### config.mk
export PLATFORM = sky130hd
export DESIGN_NAME = bram_rd_responder_flat
export DESIGN_NICKNAME = d
export VERILOG_FILES = /design/src/rtl/bram_rd_responder_pkg.sv /design/src/rtl/bram_rd_responder_if.sv /design/src/rtl/bram_rd_responder_pipe.sv /design/src/rtl/bram_rd_responder.sv /design/src/flat_wrapper.sv
export SDC_FILE = /design/constraint.sdc
export NUM_CORES = 1
export LEC_CHECK = 0
export CELL_PAD_IN_SITES_DETAIL_PLACEMENT = 0
export CELL_PAD_IN_SITES_GLOBAL_PLACEMENT = 1
export CORE_MARGIN = 1
export CORE_UTILIZATION = 56
export DETAILED_ROUTE_END_ITERATION = 6
export PLACE_DENSITY_LB_ADDON = 0.25
export SYNTH_ARGS = -nofsm -noshare
export SYNTH_HDL_FRONTEND = slang
export SYNTH_SLANG_ARGS = --single-unit
### constraint.sdc
create_clock -name clk -period 5.4 [get_ports clk]
set_input_delay 1.62 -clock clk [delete_from_list [all_inputs] [get_ports clk]]
set_output_delay 1.62 -clock clk [all_outputs]
set_load 0.01 [all_outputs]
### src/rtl/bram_rd_responder_pkg.sv
// Shared types and helpers for the BRAM read responder.
// Optional parity storage is enabled with the BRAM_PARITY_EN macro.
package bram_pkg;

   typedef enum logic {
      INIT = 1'b0,
      RUN  = 1'b1
   } state_t;

   localparam int RD_LAT = 2;

`ifdef BRAM_PARITY_EN
   // Even parity: the stored bit makes the total count of ones even.
   function automatic logic even_par(input logic [63:0] data);
      return ^data;
   endfunction
`endif

endpackage

### src/rtl/bram_rd_responder_if.sv
// Request/response bus between the stimulus generator (master) and the
// BRAM responder (slave).
interface bram_rd_responder_if #(
   parameter int DEPTH = 16,
   parameter int WIDTH = 8
);
   localparam int AW = $clog2(DEPTH);

   logic             rdy;
   logic             rd;
   logic [AW-1:0]    raddr;
   logic             wr;
   logic [AW-1:0]    waddr;
   logic [WIDTH-1:0] wdata;
   logic             rd_valid;
   logic [WIDTH-1:0] rdata;
   logic             req_drop;
   logic             rd_perr;

   modport master (
      input  rdy, rd_valid, rdata, req_drop, rd_perr,
      output rd, raddr, wr, waddr, wdata
   );

   modport slave (
      output rdy, rd_valid, rdata, req_drop, rd_perr,
      input  rd, raddr, wr, waddr, wdata
   );
endinterface

### src/rtl/bram_rd_responder_pipe.sv
// Two-stage read return pipeline (stage 1 word, stage 2 output register).
// With BRAM_PARITY_EN the stored parity is checked between the stages.
module bram_rd_pipe
   import bram_pkg::*;
#(
   parameter int WIDTH = 8
) (
   input  logic             clk,
   input  logic             rst_n,
   input  logic             i_vld,
   input  logic [WIDTH-1:0] i_data,
`ifdef BRAM_PARITY_EN
   input  logic             i_par,
`endif
   output logic             o_vld,
   output logic [WIDTH-1:0] o_data,
   output logic             o_perr
);

   logic             r_s1_vld;
   logic [WIDTH-1:0] r_s1_data;
   logic             r_s2_vld;
   logic [WIDTH-1:0] r_s2_data;

   // Output data only moves on valid cycles so rdata holds between reads.
   always_ff @(posedge clk or negedge rst_n) begin
      if (!rst_n) begin
         r_s1_vld  <= 1'b0;
         r_s1_data <= '0;
         r_s2_vld  <= 1'b0;
         r_s2_data <= '0;
      end else begin
         r_s1_vld <= i_vld;
         if (i_vld) r_s1_data <= i_data;
         r_s2_vld <= r_s1_vld;
         if (r_s1_vld) r_s2_data <= r_s1_data;
      end
   end

`ifdef BRAM_PARITY_EN
   logic r_s1_par;
   logic r_s2_perr;

   always_ff @(posedge clk or negedge rst_n) begin
      if (!rst_n) begin
         r_s1_par  <= 1'b0;
         r_s2_perr <= 1'b0;
      end else begin
         if (i_vld) r_s1_par <= i_par;
         r_s2_perr <= r_s1_vld && (even_par(64'(r_s1_data)) != r_s1_par);
      end
   end

   assign o_perr = r_s2_perr;
`else
   assign o_perr = 1'b0;
`endif

   assign o_vld  = r_s2_vld;
   assign o_data = r_s2_data;

endmodule

### src/rtl/bram_rd_responder.sv
// BRAM model with zero-fill init sequencer and fixed-latency read return.
// BRAM_PARITY_EN adds a per-word even-parity bit and rd_perr reporting.
//
// state | meaning
// INIT  | zero-filling word r_ptr each cycle; requests dropped, rdy=0
// RUN   | rdy=1; reads and writes accepted until reset
module bram_rd_responder
   import bram_pkg::*;
#(
   parameter int DEPTH = 16,
   parameter int WIDTH = 8
) (
   input  logic               clk,
   input  logic               rst_n,
   bram_rd_responder_if.slave bus
);

   localparam int AW = $clog2(DEPTH);

   state_t           r_state;
   state_t           w_state_nxt;
   logic [AW-1:0]    r_ptr;
   logic [AW-1:0]    w_ptr_nxt;
   logic             r_req_drop;
   logic             r_rd_vld;
   logic [WIDTH-1:0] r_rd_data;
   logic [WIDTH-1:0] r_mem [DEPTH];
   logic             w_accept_rd;
   logic             w_accept_wr;

   always_comb begin
      w_state_nxt = r_state;
      w_ptr_nxt   = r_ptr;
      case (r_state)
         INIT: begin
            w_ptr_nxt = r_ptr + 1'b1;
            if (r_ptr == AW'(DEPTH - 1)) w_state_nxt = RUN;
         end
         RUN:     w_state_nxt = RUN;
         default: w_state_nxt = INIT;
      endcase
   end

   assign w_accept_rd = (r_state == RUN) && bus.rd;
   assign w_accept_wr = (r_state == RUN) && bus.wr;

   always_ff @(posedge clk or negedge rst_n) begin
      if (!rst_n) begin
         r_state    <= INIT;
         r_ptr      <= '0;
         r_req_drop <= 1'b0;
         r_rd_vld   <= 1'b0;
      end else begin
         r_state    <= w_state_nxt;
         r_ptr      <= w_ptr_nxt;
         r_req_drop <= (r_state == INIT) && (bus.rd || bus.wr);
         r_rd_vld   <= w_accept_rd;
      end
   end

   // Array read and write share the sampling edge, so a colliding read sees old data.
   always_ff @(posedge clk) begin
      if (r_state == INIT) r_mem[r_ptr] <= '0;
      else if (w_accept_wr) r_mem[bus.waddr] <= bus.wdata;
      if (w_accept_rd) r_rd_data <= r_mem[bus.raddr];
   end

`ifdef BRAM_PARITY_EN
   logic [DEPTH-1:0] r_par;
   logic             r_rd_par;

   always_ff @(posedge clk) begin
      if (r_state == INIT) r_par[r_ptr] <= 1'b0;
      else if (w_accept_wr) r_par[bus.waddr] <= even_par(64'(bus.wdata));
      if (w_accept_rd) r_rd_par <= r_par[bus.raddr];
   end
`endif

   bram_rd_pipe #(
      .WIDTH (WIDTH)
   ) u_pipe (
      .clk    (clk),
      .rst_n  (rst_n),
      .i_vld  (r_rd_vld),
      .i_data (r_rd_data),
`ifdef BRAM_PARITY_EN
      .i_par  (r_rd_par),
`endif
      .o_vld  (bus.rd_valid),
      .o_data (bus.rdata),
      .o_perr (bus.rd_perr)
   );

   assign bus.rdy      = (r_state == RUN);
   assign bus.req_drop = r_req_drop;

endmodule

### src/flat_wrapper.sv
// flat-port wrapper written by rule: the top's interface ports become plain ports
module bram_rd_responder_flat import bram_pkg::*;
#(
   parameter int DEPTH = 16,
   parameter int WIDTH = 8
)
  (clk, rst_n, bus_rdy, bus_rd_valid, bus_rdata, bus_req_drop, bus_rd_perr, bus_rd, bus_raddr, bus_wr, bus_waddr, bus_wdata);
  bram_rd_responder_if #(.DEPTH(DEPTH), .WIDTH(WIDTH)) bus_i ();
  input  logic clk;
  input  logic rst_n;
  output wire logic [$bits(bus_i.rdy)-1:0] bus_rdy;
  output wire logic [$bits(bus_i.rd_valid)-1:0] bus_rd_valid;
  output wire logic [$bits(bus_i.rdata)-1:0] bus_rdata;
  output wire logic [$bits(bus_i.req_drop)-1:0] bus_req_drop;
  output wire logic [$bits(bus_i.rd_perr)-1:0] bus_rd_perr;
  input wire logic [$bits(bus_i.rd)-1:0] bus_rd;
  input wire logic [$bits(bus_i.raddr)-1:0] bus_raddr;
  input wire logic [$bits(bus_i.wr)-1:0] bus_wr;
  input wire logic [$bits(bus_i.waddr)-1:0] bus_waddr;
  input wire logic [$bits(bus_i.wdata)-1:0] bus_wdata;
  assign bus_rdy = bus_i.rdy;
  assign bus_rd_valid = bus_i.rd_valid;
  assign bus_rdata = bus_i.rdata;
  assign bus_req_drop = bus_i.req_drop;
  assign bus_rd_perr = bus_i.rd_perr;
  assign bus_i.rd = bus_rd;
  assign bus_i.raddr = bus_raddr;
  assign bus_i.wr = bus_wr;
  assign bus_i.waddr = bus_waddr;
  assign bus_i.wdata = bus_wdata;
  bram_rd_responder #(.DEPTH(DEPTH), .WIDTH(WIDTH)) u_core (.clk(clk), .rst_n(rst_n), .bus(bus_i));
endmodule
; Word-level counts from Yosys, hierarchy flattened
; Memory sizes are Yosys's and may differ from the RTL's. A register that Yosys moved wholly into a read port is not among the register bits.
; Cells that the tools add are included.
[word_totals]
ramBits = 128
output_inout_bits = 12
word_cells = 26
n_memories = 1
register_bits = 25
[classes]
add_sub_neg = 1
eq_ne = 1
mux = 9
bitwise_logic = 1
reduce_logical = 5
[mem_list]
columns = memory, words, word_bits, read_ports, rd_ports_with_merged_regs, write_ports, line_no
row1 = u_core.r_mem, 16, 8, 1, 1, 1, bram_rd_responder.sv:27  ; logic [WIDTH-1:0] r_mem [DEPTH];
[op_table]
columns = cell, count
row1 = 8-bit two-way mux, 1
row2 = 8-bit OR reduction, 1
row3 = 1-bit two-way mux, 6
row4 = "4-bit by 1-bit adder with 4-bit output, second input constant", 1
row5 = "4-bit == test, second input constant", 1
row6 = 4-bit two-way mux, 1
row7 = 1-bit logical AND, 3
row8 = 1-bit one-hot mux with 2 select lines, 1
row9 = 1-bit logical OR, 1
row10 = 1-bit NOT, 1

; Logic depth before layout (Yosys ltp)
; Gate-level depths: netlist of run 1.
[depth]
depth_word = 6
ltp_mapped = 5
mapped_depth_nobuf = 3

; By module
; A second synthesis of run 1 with hierarchy kept.
[hier_totals]
cells_unflattened = 313
area_unflattened_um2 = 6376.1
[by_module_without_submodules]
columns = module, cells_per_inst, instances, seq_area_each_um2, area_each_um2
row1 = bram_rd_responder, 275, 1, 4259.1, 5651.7
row2 = bram_rd_pipe, 38, 1, 450.4, 724.4

; Worst setup path before layout of run 1
; OpenSTA, ideal clock, no wires.
[synth_timing]
path_kind = input to register
startpoint = input bus_raddr[0]
endpoint = register u_core.r_rd_data[1], read port of u_core.r_mem (data pin)
path_stages = 5
required_ns = 5.141
path_buffers = 2
path_slack_ns = 2.498
arrival_ns = 2.643
path_cell_list = buf_6 > buf_6 > mux4_1 > a22oi_1 > nand2_1
[synth_rtl]
columns = item, line_no
row1 = start: declaration, flat_wrapper.sv:17  ; input wire logic [$bits(bus_i.raddr)-1:0] bus_raddr;
row2 = end: declaration, bram_rd_responder.sv:26  ; logic [WIDTH-1:0] r_rd_data;

; Worst setup path in the final report of run 1
[layout_timing]
startpoint = register u_core.r_state (netlist: u_core.bus.rdy)
endpoint = output bus_rdy
[layout_rtl]
columns = item, line_no
row1 = start: declaration, bram_rd_responder.sv:20  ; state_t r_state;
row2 = start signal: assignment, bram_rd_responder.sv:54  ; r_state <= w_state_nxt;
row3 = end: declaration, flat_wrapper.sv:11  ; output wire logic [$bits(bus_i.rdy)-1:0] bus_rdy;
; No word-level cell between the ends.

==> summary.txt, run 1 <==
Power and ir drop
  • Sequential power share: 53.7%
  • Internal Power: 2.06 mW
  • Leakage: 2.68 nW
  • NetSw: 529 uW
  • Sw Ratio: 20.5%
  • VDD IR max: 0.000273 V
  • Clock power share: 40.7%
  • Power per Cell Area: 359 nW/um2
  • Combinational share of power: 5.6%

STA
  • Fmax: 270 MHz
  • RSZ-0062 raised after global routing: no
  • Max_slew headroom: 19.7%
  • Post-layout min period: 3.71 ns
  • Final setup vio count: 0
  • Setup_tns: 0 ns
  • Final Cycle Share: 68.7%
  • Min Hold Slack: 0.476 ns
  • Worst-Margin Slew: 1.20 ns
  • Final Max Slew Viols: 0
  • Final Hold Viols: 0
  • Worst Slack Setup Final: 1.69 ns
  • Skew final: 0.00635 ns

Outcome
  • Status: complete, no violations

Critical path
  • CP Capture Type: output port
  • Critical path peak fanout: 28
  • Crit path required time: 3.78 ns
  • CP max stage cell: dfrtp_1
  • CP Cell Sequence: clkdlybuf4s50_1
  • Critical Path AT: 2.09 ns
  • Worst R2R Setup Slack: 2.92 ns
  • Startpoint types: flip-flop
  • FF-to-FF path depth: 3
  • Max stage delay on crit path: 0.87 ns
  • Critical R2R Launch: u_core.bus.rdy
  • Worst r2r dst: u_core.r_mem[12][1]
  • Top delay family on crit path: flip-flops
  • Crit path kind: flip-flop to output port
  • WP buf/inv: 1

Global route
  • First-pass GRT wire length: 18600 um
  • GRT Total Usage: 23.7%
  • Largest net degree at the start of global routing: 29
  • Antenna violations before repair: 0
  • Grt ovf: 0
  • Number of global-route vias before repair: 3110

Yosys
  • Yosys cell types: 33
  • Synth top area share: 64.8%
  • Primary FF master, synth: edfxtp_1
  • Post-synthesis sequential area ratio: 74.7%
  • Synth area leader: edfxtp_1
  • Synth area leaders: edfxtp_1 65%, dfrtp_1 9.9%, mux4_2 6.4%
  • Synth warn: 0
  • Mapped Area: 6300 um2
  • Yosys reg bits: 161
  • Synth Area per Inst: 20.1 um2
  • Async set or reset register ratio after synthesis: 15.5%
  • Syn Nets: 334
  • Post-Syn Instances: 313
  • Number of flops mapped to enable cells by yosys: 136

Worst hold path
  • Worst Hold Endpoint: u_core.u_pipe.r_s1_data[6]
  • Worst min-delay path class: flip-flop to flip-flop
  • Hold Path Stages: 1
  • Worst hold start: u_core.r_rd_data[6]

Final layout
  • Syn-to-layout area delta: 14.2%
  • # fillers: 729
  • Layout cell share with drive strength beyond 1: 18.3%
  • Most frequent cells in the layout: 136 x edfxtp_1, 29 x clkdlybuf4s50_1, 25 x dfrtp_1
  • Fin nets: 368
  • ANT cells: 0
  • Commonest non-fill, non-tap cell in the layout: edfxtp_1

Drt
  • Initial DRC Count: 236
  • Final ANT Viol Nets: 0
  • Drt drc: 0
  • Wire length per cell: 24.9 um
  • Routed Wire Length: 12400 um
  • Vias per inst: 6.12
  • DR vias: 3059
  • DR pass1 iterations: 5

CTS
  • TritonCTS clock tree: built
  • Num Clock Sinks: 161
  • Clk_lat worst skew: 0.53 ns
  • Post-cts gate resize count: 0
  • Setup Fix Bufs, Post-CTS: 0
  • H-tree depth: 4
  • CTS Root Cell: clkbuf_8
  • Max clock buf depth: 2
  • Total CTS buffers: 17
  • Clock-pin slew on the worst setup and hold paths: 0.06 ns
  • Post-CTS Hold Fix Bufs: 0

Floorplan
  • Initial Util: 57.9%
  • Die Span Y: 108 um
  • Core Box Area: 10900 um2
  • Die width: 108 um
  • Total die area: 11700 um2
  • Cell row count: 38
  • IO Count: 32

Placed design
  • Port bufs: 30
  • Post-detail-place hpwl: 7950 um
  • Gpl congestion: 0.757
  • Place WS: 1.27 ns

Run
  • Max cap viols: 0
cell usage after synthesis (all sizes together), types with 3 or more instances:
cell type        n
a22oi           16
a31oi            6
and3             8
buf              8
clkbuf           7
clkdlybuf4s25    3
dfrtp           25
edfxtp         136
mux2            17
mux4            32
nand2           10
nor2            19
nor2b            3
xnor2            3
how the worst max path moves through the flow:
stage / from / end / slack, ns / cells past startpoint
floorplan: bus_raddr[0] / u_core.r_rd_data[1] / 2.50 / 5
global placement: bus_raddr[1] / u_core.r_rd_data[4] / 1.28 / 5
detailed placement: bus_wr / u_core.r_mem[12][1] / 1.27 / 4
CTS: u_core.bus.rdy / bus_rdy / 1.69 / 1
global route: u_core.bus.rdy / bus_rdy / 1.60 / 1
finish: u_core.bus.rdy / bus_rdy / 1.69 / 1
layout make-up:
class	instances	area (um2)	share of cell area [%]
multi-input combinational	132	1460	20.3
inverter	2	7.51	0.104
sequential	161	4710	65.4
tap	140	175	2.43
clock inverter	6	35.0	0.487
timing repair buffer	33	318	4.42
clock buffer	26	488	6.78
per-layer routing:
layer | GRT usage, % | vias up | share of wire (%)
li1 | - | 1341 | -
met1 | 32.8 | 1601 | 42
met2 | 35.4 | 100 | 50
met3 | 7.41 | 17 | 6.0
met4 | 9.49 | 0 | 1.8
met5 | 0 | - | 0
kinds of logic (layout without fill, tap and decap cells):
kind of cell	count (synthesis)	after routing	synth area share, %
adders and majority gates	1	1	0.199
xor gates and xnor gates	3	3	0.417
muxes	49	49	15.3
DFF	161	161	74.7
buffers and inverters	20	67	2.03
AOI/OAI and AO/OA	25	25	2.84
and+or+nand+nor	53	53	4.41
other	1	1	0.0595
power groups by stage:
stage | Sequential (mW) | Combinational [mW] | Clock, mW
2_1_floorplan | 1.41 | 0.0793 | 0
4_1_cts | 1.39 | 0.146 | 1.07
5_1_grt | 1.39 | 0.155 | 1.12
6_report | 1.39 | 0.144 | 1.05
3_5_place_dp | 1.41 | 0.146 | 0
3_3_place_gp | 1.41 | 0.143 | 0
metrics by stage:
step / instances / area (um2) / total power [mW] / util [%]
finish: 500 / 7200 / 2.58 / 66.1
global route: 500 / 7200 / 2.66 / 66.1
CTS: 500 / 7200 / 2.60 / 66.1
detailed placement: 468 / 6670 / 1.56 / 61.3
global placement: 468 / 6670 / 1.56 / 61.3
floorplan: 313 / 6300 / 1.49 / -
flip-flops by register name (all words and copies together), names as in the netlist:
register	flops
u_core.r_rd_vld	1
u_core.u_pipe.r_s1_data	8
u_core.u_pipe.r_s1_vld	1
u_core.u_pipe.o_vld	1
u_core.bus.rdy	1
u_core.bus.req_drop	1
u_core.u_pipe.o_data	8
u_core.r_ptr	4
u_core.r_rd_data	8
u_core.r_mem	128
(Power assumes the default switching activity.)
==> run 2, diff against run 1 <==
- CORE_UTILIZATION: 56 -> 52
- clock period: 5.4 -> 3.8 ns (I/O delays scaled with it)
==> run 2 against run 1 <==
Combinational power is 44% higher. Utilization down 2.0 points. Hold slack improved by 0.0077 ns. Largest cell class unchanged. Design area rose by 3.4%. Register-to-register slack got worse by 1.4 ns. Flip-flop and latch count unchanged. Sequential power grew 42%. Final cell count increased by 3.2%. Highest routed layer unchanged. Sequential share of layout area fell by 2.1 points.
==> summary.txt, run 2 (synthesis gave the netlist of run 1 again) <==
Placed design
  • Post-detail-place hpwl: 7960 um
  • Port bufs: 30
  • Gpl congestion: 0.754
  • Place WS: 0.350 ns

Global route
  • Largest net degree at the start of global routing: 33
  • Antenna violations before repair: 0
  • Most used routing layer in global routing: met2
  • GRT Total Usage: 21.7%
  • M1 GR Usage: 28.5%
  • M3 GR Usage: 5.67%
  • Grt ovf: 0
  • First-pass GRT wire length: 19100 um
  • GRT met2 Usage: 34.8%
  • Number of global-route vias before repair: 3276

Critical path
  • CP Cell Sequence: clkdlybuf4s50_1
  • Crit path required time: 2.66 ns
  • CP Capture Type: output port
  • Max stage delay on crit path: 0.81 ns
  • Critical Path AT: 1.90 ns
  • Startpoint types: flip-flop
  • Top delay family on crit path: flip-flops
  • Critical path peak fanout: 28
  • WP buf/inv: 1
  • Crit path kind: flip-flop to output port
  • CP max stage cell: dfrtp_1

STA
  • Setup_tns: 0 ns
  • Min Hold Slack: 0.484 ns
  • Fmax: 329 MHz
  • Post-layout min period: 3.04 ns
  • Max_slew headroom: 43.7%
  • RSZ-0062 raised after global routing: no
  • Final Hold Viols: 0
  • Skew final: 0.00529 ns
  • Final Cycle Share: 80.0%
  • Final Max Slew Viols: 0
  • Final setup vio count: 0
  • Worst-Margin Slew: 0.842 ns
  • Worst Slack Setup Final: 0.759 ns

Power and ir drop
  • Power per Cell Area: 542 nW/um2
  • Leakage: 2.81 nW
  • Pwr Total: 4.04 mW
  • VDD IR max: 0.000307 V

CTS
  • Num Clock Sinks: 161
  • CTS Root Cell: clkbuf_16
  • Clock-pin slew on the worst setup and hold paths: 0.06 ns
  • Clk_lat worst skew: 0.42 ns
  • Max clock buf depth: 2
  • Post-CTS Hold Fix Bufs: 0
  • Setup Fix Bufs, Post-CTS: 0
  • H-tree depth: 4
  • Post-cts gate resize count: 0
  • Total CTS buffers: 17
  • TritonCTS clock tree: built

Final layout
  • Fin nets: 381
  • Most frequent cells in the layout: 136 x edfxtp_1, 29 x clkdlybuf4s50_1, 25 x dfrtp_1
  • # fillers: 804
  • Largest reg by FF count: u_core.r_mem
  • Area of the multi-input gates: 1460 um2
  • Commonest non-fill, non-tap cell in the layout: edfxtp_1
  • Register Area: 4710 um2
  • Syn-to-layout area delta: 18.1%
  • ANT cells: 0
  • Max FFs per register: 128
  • Layout cell share with drive strength beyond 1: 22.5%

Drt
  • Wire length per cell: 23.6 um
  • DR pass1 iterations: 4
  • Drt drc: 0
  • DR vias: 3057
  • Routed Wire Length: 12200 um
  • Final ANT Viol Nets: 0
  • Vias per inst: 5.92
  • Initial DRC Count: 259

Floorplan
  • Initial Util: 54.3%
  • Cell row count: 39
  • Core Box Area: 11600 um2
  • Total die area: 12600 um2
  • Die width: 112 um
  • Die Span Y: 112 um
  • IO Count: 32

Outcome
  • Status: complete, no violations

Run
  • Max cap viols: 0

Worst hold path
  • Worst min-delay path class: flip-flop to flip-flop
## run 2: changes by cell type in the layout (fill, tap and decap cells not counted), moves of 3 or more
| cell | change |
|---|---|
| buf_4 | +12 |
| bufinv_16 | +5 |
| clkbuf_1 | -4 |
| clkbuf_8 | -4 |
| clkinv_4 | +3 |
## run 2: per-layer routing
layer / up-vias / wire [um]
met1: 1590 / 5050
met2: 84 / 6180
met4: 0 / 198
li1: 1367 / -
met3: 16 / 739
met5: - / 0
## run 2: final cells by class
| cell class | instances | area share [%] |
|---|---|---|
| clock buffer | 19 | 5.95 |
| clock inverter | 13 | 2.82 |
| inverter | 2 | 0.101 |
| multi-input combinational | 132 | 19.7 |
| sequential | 161 | 63.3 |
| tap | 143 | 2.40 |
| timing repair buffer | 46 | 5.75 |
## run 2: path summary, 6_finish.rpt
check	start	endpoint	slack, ns	cells after the start
max reg2reg	u_core.bus.rdy	u_core.r_mem[0][3]	1.49	3
min	u_core.r_rd_data[7]	u_core.u_pipe.r_s1_data[7]	0.48	1
min in group asynchronous	rst_n	u_core.u_pipe.o_data[2]	1.09	2
min reg2reg	u_core.r_rd_data[7]	u_core.u_pipe.r_s1_data[7]	0.48	1
max in group asynchronous	rst_n	u_core.u_pipe.r_s1_data[4]	2.47	2
max	u_core.bus.rdy	bus_rdy	0.76	1
## run 2: metrics by stage
| stage | std cells | utilization (%) | instance area (um2) |
|---|---|---|---|
| floorplan | 313 | - | 6300 |
| global placement | 484 | 58.4 | 6790 |
| detailed placement | 484 | 58.4 | 6790 |
| CTS | 516 | 64.1 | 7440 |
| global route | 516 | 64.1 | 7440 |
| finish | 516 | 64.1 | 7440 |
## run 2: worst reg2reg max path, delay by kind of cell (launching register included)
kind,cells,cell delay (ns)
compound gates,1,0.14
flops,1,0.81
simple gates,2,0.98
## run 2: where the power goes
part	switching (mW)	total (mW)	internal, mW
Combinational	0.106	0.207	0.101
Sequential	0.0182	1.97	1.96
Clock	0.670	1.85	1.18
Total	0.795	4.04	3.24
